[src/rtl/mem_pkg.sv]
// Shared types and helpers for the mem_bank data store.
package mem_pkg;

    typedef enum logic {IDLE, CLEAR} mem_state_t;

    // Even-parity bit: XOR of all data bits, so data plus parity has an even count of ones.
    function automatic logic par_f(input logic [63:0] data);
        return ^data;
    endfunction

endpackage

[src/rtl/mem_word_reg.sv]
// One storage word of W flops: asynchronous active-low clear, loads i_d when i_we is high.
module mem_word_reg #(
    parameter int W = 8
)(
    input  logic         clk,
    input  logic         rst_n,
    input  logic         i_we,
    input  logic [W-1:0] i_d,
    output logic [W-1:0] o_q
);

    logic [W-1:0] r_q;

    always_ff @(posedge clk or negedge rst_n) begin
        if (!rst_n)
            r_q <= '0;
        else if (i_we)
            r_q <= i_d;
    end

    assign o_q = r_q;

endmodule

[src/rtl/mem_bank.sv]
// DEPTH x WIDTH word store with valid/ready request port, registered read data and clear sweep.
// Optional MEM_BANK_PARITY_EN adds a per-word even-parity bit and the par_inj fault-injection input.
module mem_bank
    import mem_pkg::*;
#(
    parameter  int WIDTH  = 8,
    parameter  int DEPTH  = 16,
    localparam int ADDR_W = $clog2(DEPTH)
)(
    input  logic              clk,
    input  logic              rst_n,
    input  logic              sel,
    input  logic              req_valid,
    output logic              req_ready,
    input  logic              rw,
    input  logic [ADDR_W-1:0] addr,
    input  logic [WIDTH-1:0]  wdata,
    input  logic              clr,
`ifdef MEM_BANK_PARITY_EN
    input  logic              par_inj,
`endif
    output logic [WIDTH-1:0]  rdata,
    output logic              rvalid,
    output logic              rerr,
    output logic              busy
);

`ifdef MEM_BANK_PARITY_EN
    localparam int SW = WIDTH + 1;
`else
    localparam int SW = WIDTH;
`endif

    logic [SW-1:0]     w_q [DEPTH];
    logic [SW-1:0]     w_load;
    logic [SW-1:0]     w_rd_word;
    logic [DEPTH-1:0]  w_we;
    logic              w_accept;
    logic              w_in_range;
    logic              w_clearing;
    logic              w_par_err;

    mem_state_t        r_state;
    logic [ADDR_W-1:0] r_ptr;
    logic [WIDTH-1:0]  r_rdata;
    logic              r_rvalid;
    logic              r_rerr;
    logic              r_busy;

    assign req_ready  = (r_state == IDLE) && !clr;
    assign w_accept   = sel && req_valid && req_ready;
    assign w_in_range = 32'(addr) < DEPTH;
    assign w_clearing = (r_state == CLEAR);

`ifdef MEM_BANK_PARITY_EN
    assign w_load    = w_clearing ? '0 : {par_f(64'(wdata)) ^ par_inj, wdata};
    assign w_par_err = w_rd_word[SW-1] != par_f(64'(w_rd_word[WIDTH-1:0]));
`else
    assign w_load    = w_clearing ? '0 : wdata;
    assign w_par_err = 1'b0;
`endif

    // Decode only matches i < DEPTH, so out-of-range writes hit no word and reads see zero.
    always_comb begin
        w_we      = '0;
        w_rd_word = '0;
        for (int unsigned i = 0; i < DEPTH; i++) begin
            w_we[i] = (w_clearing && r_ptr == ADDR_W'(i)) ||
                      (w_accept && rw && addr == ADDR_W'(i));
            if (addr == ADDR_W'(i))
                w_rd_word = w_q[i];
        end
    end

    for (genvar g = 0; g < DEPTH; g++) begin : g_word
        mem_word_reg #(.W(SW)) u_word (
            .clk   (clk),
            .rst_n (rst_n),
            .i_we  (w_we[g]),
            .i_d   (w_load),
            .o_q   (w_q[g])
        );
    end

    always_ff @(posedge clk or negedge rst_n) begin
        if (!rst_n) begin
            r_state  <= IDLE;
            r_ptr    <= '0;
            r_rdata  <= '0;
            r_rvalid <= 1'b0;
            r_rerr   <= 1'b0;
            r_busy   <= 1'b0;
        end else begin
            r_rvalid <= 1'b0;
            r_rerr   <= 1'b0;
            case (r_state)
                IDLE: begin
                    if (clr) begin
                        r_state <= CLEAR;
                        r_ptr   <= '0;
                        r_busy  <= 1'b1;
                    end else if (w_accept && !rw) begin
                        r_rvalid <= 1'b1;
                        r_rdata  <= w_in_range ? w_rd_word[WIDTH-1:0] : '0;
                        r_rerr   <= !w_in_range || w_par_err;
                    end
                end
                CLEAR: begin
                    if (r_ptr == ADDR_W'(DEPTH - 1)) begin
                        r_state <= IDLE;
                        r_ptr   <= '0;
                        r_busy  <= 1'b0;
                    end else begin
                        r_ptr <= r_ptr + ADDR_W'(1);
                    end
                end
                default: r_state <= IDLE;
            endcase
        end
    end

    assign rdata  = r_rdata;
    assign rvalid = r_rvalid;
    assign rerr   = r_rerr;
    assign busy   = r_busy;

endmodule

[config.mk]
export PLATFORM = sky130hd
export DESIGN_NAME = mem_bank
export DESIGN_NICKNAME = d
export VERILOG_FILES = /design/src/rtl/mem_pkg.sv /design/src/rtl/mem_word_reg.sv /design/src/rtl/mem_bank.sv
export SDC_FILE = /design/constraint.sdc
export NUM_CORES = 1
export LEC_CHECK = 0
export CORE_MARGIN = 2
export CORE_UTILIZATION = 35
export DETAILED_ROUTE_END_ITERATION = 6
export GPL_TIMING_DRIVEN = 0
export PLACE_DENSITY = 0.53
export SYNTH_ARGS = -nofsm -noshare
export SYNTH_HDL_FRONTEND = slang
export SYNTH_SLANG_ARGS = --single-unit
[constraint.sdc]
create_clock -name clk -period 3.6 [get_ports clk]
set_input_delay 0.36 -clock clk [delete_from_list [all_inputs] [get_ports clk]]
set_output_delay 0.36 -clock clk [all_outputs]
set_load 0.05 [all_outputs]
Word-level counts from Yosys, hierarchy flattened. Index checks and enable logic that the tools add are counted.

Bits in registers: 143. Bits of input ports: 18. Output and inout port bits: 12. Logic and storage cells: 144.

Add/subtract/negate cells: 1. Equality and inequality tests: 32. Mux-type cells: 29. Bitwise operators: 2. Reductions and logical operators: 59.

Operator list (count): $mux W8 (17); $eq A4 B4 Y1 const B (16); $logic_and A1 B1 Y1 (37); $eq A4 B3 Y1 const B (8); $eq A4 B2 Y1 const B (4); $logic_or A1 B1 Y1 (16); $eq A4 B1 Y1 const B (2); $logic_not A4 Y1 (2); $mux W4 (2); $pmux W4 S2 (1); $mux W1 (7); $add A4 B1 Y4 const B (1); $pmux W1 S2 (2); $reduce_and A3 Y1 (1); $logic_not A1 Y1 (2); $ne A2 B1 Y1 const B (1); $ne A2 B2 Y1 const B (1); $not A1 Y1 (2); $reduce_and A2 Y1 (1).

Logic depth before layout (Yosys ltp).
Depth in word-level cells: 17. Mapped depth: 8. Depth with buffers taken out: 7.

Modules after synthesis. A second synthesis with hierarchy kept.

Cells, all modules: 556. Area total of the unflattened synthesis: 7587.3 um^2.

By module, submodules not included: mem_word_reg (instances 16, cells an instance 17, area each 331.6 um^2, seq. area each 200.2 um^2); mem_bank (instances 1, cells an instance 284, area each 2282.2 um^2, seq. area each 375.4 um^2).

Worst setup path before layout. Ideal clock, no wire load.

Kind: reg-to-reg. Start point: reg r_state. End point: reg g_word[11].u_word.r_q[0]. Setup time: 0.125 ns. Arrival time: 1.825 ns. Required time: 3.475 ns. Setup slack: 1.651 ns. Stages on the path, launching flop included: 6. Path buffers: 1. Period minus slack after synthesis: 1.949 ns. Cell sequence: dfrtp_1 -> buf_6 -> nor2_8 -> nand4_4 -> o32ai_4 -> mux2_2.

Word-level cells in the longest chain between the ends: 6. Elaborated cells between the ends (all ways): 8. Those cells by class: mux: 1; bitwise: 1; reduce/logical: 6.

Ends and longest elaborated chain: start: declaration (line mem_bank.sv:43) `mem_state_t r_state;`; start signal: assignment (line mem_bank.sv:87) `r_state <= IDLE;`; start signal: assignment (line mem_bank.sv:99) `r_state <= CLEAR;`; start signal: assignment (line mem_bank.sv:110) `r_state <= IDLE;`; $not A1 Y1 (no source line); $logic_and A1 B1 Y1 (line mem_bank.sv:50) `assign req_ready = (r_state == IDLE) && !clr;`; via req_ready (line mem_bank.sv:14) `output logic req_ready,`; $logic_and A1 B1 Y1 (line mem_bank.sv:51) `assign w_accept = sel && req_valid && req_ready;`; $logic_and A1 B1 Y1 (2 in a row) (line mem_bank.sv:69) `(w_accept && rw && addr == ADDR_W'(i));`; $logic_or A1 B1 Y1 (line mem_bank.sv:68) `w_we[i] = (w_clearing && r_ptr == ADDR_W'(i)) ||`; end signal: assignment (line mem_word_reg.sv:18) `r_q <= i_d;`; end: declaration (line mem_word_reg.sv:12) `logic [W-1:0] r_q;`.

The timed path passes the listed nets, and every way through them passes these cells. A chain may end at the register's enable or synchronous reset.

Final worst setup path.
Start point: in addr[0]. End point: reg r_rdata[7] (netlist: rdata[7]).

Word-level cells in the longest chain between the ends: 17. Elaborated cells between the ends (all ways): 32. Those cells by class: eq/ne: 15; mux: 16; reduce/logical: 1.

Ends and longest elaborated chain: start: declaration (line mem_bank.sv:16) `input logic [ADDR_W-1:0] addr,`; $logic_not A4 Y1 (line mem_bank.sv:70) `if (addr == ADDR_W'(i))`; $mux W8 (15 in a row) (line mem_bank.sv:70); $mux W8 * (line mem_bank.sv:70); end signal: assignment (line mem_bank.sv:104) `r_rdata <= w_in_range ? w_rd_word[WIDTH-1:0] : '0;`; end: declaration (line mem_bank.sv:45) `logic [WIDTH-1:0] r_rdata;`.

Every way passes the cells marked *; elsewhere a longest branch is shown, timed or not.

==> out/results.env <==
LAYOUT.CELLS.MOST_COMMON_LIST='sky130_fd_sc_hd__dfrtp_1 (143), sky130_fd_sc_hd__mux2_2 (107), sky130_fd_sc_hd__nand2_1 (61), sky130_fd_sc_hd__o21ai_0 (53), sky130_fd_sc_hd__clkdlybuf4s50_1 (26)'
IO_BUFFER_COUNT=27
CTS_BUFFER_DEPTH=2
RSZ_0062_RAISED_AFTER_GLOBAL_ROUTING='no'
CRITPATHCAPTURETYPE='flip-flop'
SYN_AREA_MM2=0.007465
CLKSLEWWORSTSETUPHOLDPATHS_NS=0.06
TOTAL_LEAKAGE_POWER_nW=3.799
ASYNCSETRESETFLOPFRACSYNTH_PCT=100.0
DR.PASS1.ITERS=6
CORE.ROWCOUNT=53
WORST_SETUP_PATH_START_KIND='input port'
FIRST_GLOBAL_VIAS=5574
INITIAL_CORE_UTIL_PCT=35.62
CLOCK_TREE_FROM_TRITONCTS='yes'
POSTSYNTHAREAPERCELL_UM2=11.36
WORST_PATH_MAX_DELAY_CELL='sky130_fd_sc_hd__clkdlybuf4s50_1'
CTS.SINK_COUNT=143
WORST_EP_REQUIRED_TIME_NS=3.90
ROUTABILITYCONGESTION=0.8766
SYNTH_SIMPLE_GATE_AREA_SHARE_PCT=11.40
DETAIL_ROUTE.ITER0.VIOLATIONS=506
CTS_BUFFERS=17
FINAL_HOLD_VIO_COUNT=0
ROUTE.DETAILED.DRC=0
TIMING.MAX_CAP.VIOLATIONS=0
SYNTH-EDFF-COUNT=0
IR_WORST_VDD_mV=0.3358
CRITPATHKIND='input port to flip-flop'
POST_SYNTH_MUX_AREA_SHARE_PCT=18.99
GLOBAL_ROUTE_WIRE_LENGTH_BEFORE_REPAIR_MM=34.52
WORSTHOLDPATHTYPE='flip-flop to flip-flop'
FINAL_LAYOUT_SIZE_SUFFIX_GT1_SHARE_PCT=27.72
SYNTH-ADDER-AREA-SHARE_PCT=0.6705
SYNTH_TOP_CELLS_BY_AREA='sky130_fd_sc_hd__dfrtp_1 (48%), sky130_fd_sc_hd__mux2_2 (16%), sky130_fd_sc_hd__o21ai_0 (3.6%), sky130_fd_sc_hd__nand2_1 (3.1%), sky130_fd_sc_hd__mux2i_1 (2.5%)'
POWER_DENS_CELLS_mW_PER_MM2=751.5
FINAL.MIN_CLOCK_PERIOD_NS=2.414
SYN_NETS=679
DP_HPWL_MM=15.69
DIEHEIGHT_UM=150.0
DOMINANT_COMBINATIONAL_CELL_FAMILY_BY_AREA_AFTER_SYNTHESIS='multiplexers'
PINS_OVER_THEIR_SLEW_LIMIT=0
IO_PINS=30
POST_LAYOUT_NONFILLER_INSTANCES=993
CRITPATHMAXFANOUT=10
DIE_AREA_MM2=0.02251
CRITPATHMAXSTAGEDELAY_NS=0.55
YOSYS.CELL_TYPES.COUNT=64
POSTSYNTHREGISTERBITS=143
CTS_MAX_LEVEL=4
PLACE_INST=960
POST_SYNTH_INST_COUNT=657
YS.FLOP_TYPE='sky130_fd_sc_hd__dfrtp_1'
CRIT_PATH_FREQUENT_CELL='sky130_fd_sc_hd__buf_4'
ANT_NETS=0
ARRIVAL_NS=2.71
DETAIL_ROUTE.WIRELENGTH_MM=22.21
GROUTE.USAGE.OVERALL_PCT=20.86
LAYOUT_COMMONEST_CELL='sky130_fd_sc_hd__dfrtp_1'
FIN_SKEW_NS=0.01137
FINALSETUPVIOLATIONS=0
YOSYSSEQAREASHARE_PCT=47.94
MAX_CLOCK_FREQ_MHz=414.2
INITIAL_ANTENNA_VIOLATION_COUNT=0
GRT_OVERFLOW_TOTAL=0
TIMING_WORST_SLEW_PIN_VALUE_NS=0.7754
STATUS='completed'
VIAS=5528
VIAS_PER_CELL=5.567
YOSYS.AREA.TOP_TYPE_SHARE_PCT=47.94
WORSTPATHCELLLIST='clkdlybuf4s50_1, buf_4, buf_4, buf_4, mux2i_1, o21ai_0, a2111oi_2, o21ai_0'
FIN_NETS=727
LIBRARY_CELL_OCCUPYING_THE_MOST_AREA_IN_THE_POST_SYNTHESIS_NETLIST='sky130_fd_sc_hd__dfrtp_1'
YOSYS.AREA_SHARE.XOR_XNOR_PCT=0.1173
ROUTEDWLPERCELL_UM=22.37
SYNTH_COMPOUND_AREA_SHARE_PCT=17.01
NUM-FILL-CELLS=2049
FIN_HOLD_WS_NS=0.4803
ANTENNA_CELLS_INSERTED=0
AREAGROWTHSYNTHTOFINISH_PCT=17.82
SLEW-LIMIT-HEADROOM_PCT=48.31
CORE-AREA_MM2=0.02096
YOSYS_WARNINGS=0
DIE_W_UM=150.0
GRT_MAX_DEGREE=76
POST-CTS-SETUP-BUFFERS=0
CTS_ROOT_BUF='sky130_fd_sc_hd__clkbuf_16'
LAYOUT_WORST_PATH_CYCLE_SHARE_PCT=67.07
CLOCK_LATENCY_NS=0.44
-- timing repair --
action	4_1_cts	5_1_grt
gates resized for setup	0	0
hold endpoints to repair	68	0
hold buffers	1	0
-- layout make-up --
class / count / area (µm²) / share of cell area [%]
plain buffers: 48 / 236.5 / 2.689
flip-flops and latches: 143 / 3578 / 40.69
inverters: 13 / 48.80 / 0.5548
clock buffers: 19 / 442.9 / 5.036
multi-input cells: 453 / 3601 / 40.94
well taps: 275 / 344.1 / 3.912
clock inverters: 13 / 234.0 / 2.660
repair buffers: 29 / 309.0 / 3.514
-- logic make-up (layout without fill, tap and decap cells) --
kind of cell,count (synthesis),count (layout)
compound gates,159,159
other cells,1,1
mux,127,127
fa+ha+maj,4,4
flops,143,143
buf+inv,61,122
xor+xnor,1,1
simple gates,161,161
-- worst max-delay path: cells and delay by family --
| kind | cells | cell delay [ns] |
|---|---|---|
| mux | 1 | 0.36 |
| buf+inv | 4 | 1.27 |
| compound gates | 3 | 0.70 |
-- report_power, final --
group | leakage, nW | internal [mW] | total, mW | switching, mW
clock | 0.332 | 1.32 | 2.05 | 0.729
combinational | 1.52 | 0.898 | 2.00 | 1.11
sequential | 1.94 | 2.20 | 2.55 | 0.352
-- flip-flops by register name (all words and copies together), names as in the netlist --
name and flops:
rvalid 1, g_word.u_word.o_q 128, busy 1, r_ptr 4, rdata 8, r_state 1
-- stage by stage --
step | TNS [ns] | power (mW) | util, % | worst slack, ns | area, µm²
finish | 0 | 6.609 | 41.97 | 1.186 | 8795
global route | 0 | 6.949 | 41.97 | 1.077 | 8795
CTS | 0 | 6.632 | 41.97 | 1.245 | 8795
detailed placement | 0 | 4.576 | 38.69 | 0.7936 | 8108
global placement | -504.81 | 4.505 | 38.55 | -3.543 | 8079
floorplan | 0 | 3.935 | - | 1.651 | 7465
-- worst paths after layout --
check                                      endpoint  slack [ns]  cells after the start               startpoint
hold reg to reg             g_word[3].u_word.o_q[4]        0.48                      2  g_word[3].u_word.o_q[4]
min in group asynchronous  g_word[15].u_word.o_q[0]        0.53                      2                    rst_n
hold / removal              g_word[3].u_word.o_q[4]        0.48                      2  g_word[3].u_word.o_q[4]
max in group asynchronous   g_word[3].u_word.o_q[5]        2.25                      3                    rst_n
setup / recovery                           rdata[7]        1.19                      8                  addr[0]
setup reg to reg           g_word[15].u_word.o_q[4]        1.24                      6                 r_ptr[0]
-- cell usage after synthesis (7+ instances only) --
cell type and n:
sky130_fd_sc_hd__a21oi_1 14, sky130_fd_sc_hd__buf_2 21, sky130_fd_sc_hd__clkbuf_1 19, sky130_fd_sc_hd__dfrtp_1 143, sky130_fd_sc_hd__inv_1 12, sky130_fd_sc_hd__mux2_2 107, sky130_fd_sc_hd__mux2i_1 19, sky130_fd_sc_hd__nand2_1 61
sky130_fd_sc_hd__nand2b_1 19, sky130_fd_sc_hd__nand3_1 14, sky130_fd_sc_hd__nor2_1 21, sky130_fd_sc_hd__nor2b_1 10, sky130_fd_sc_hd__nor3_1 8, sky130_fd_sc_hd__o21ai_0 53, sky130_fd_sc_hd__o22ai_1 9, sky130_fd_sc_hd__o22ai_4 7
sky130_fd_sc_hd__o32ai_1 7
-- routing by layer --
metal | track usage, % | wire length [µm] | up-vias | share of wire [%]
met5 | 0 | 0 | - | 0
met4 | 6.792 | 438 | 0 | 2.0
met3 | 5.061 | 1464 | 28 | 6.6
met2 | 31.92 | 10210 | 203 | 46
met1 | 29.05 | 10100 | 2810 | 45
li1 | - | - | 2487 | -
(Power assumes the default switching activity.)
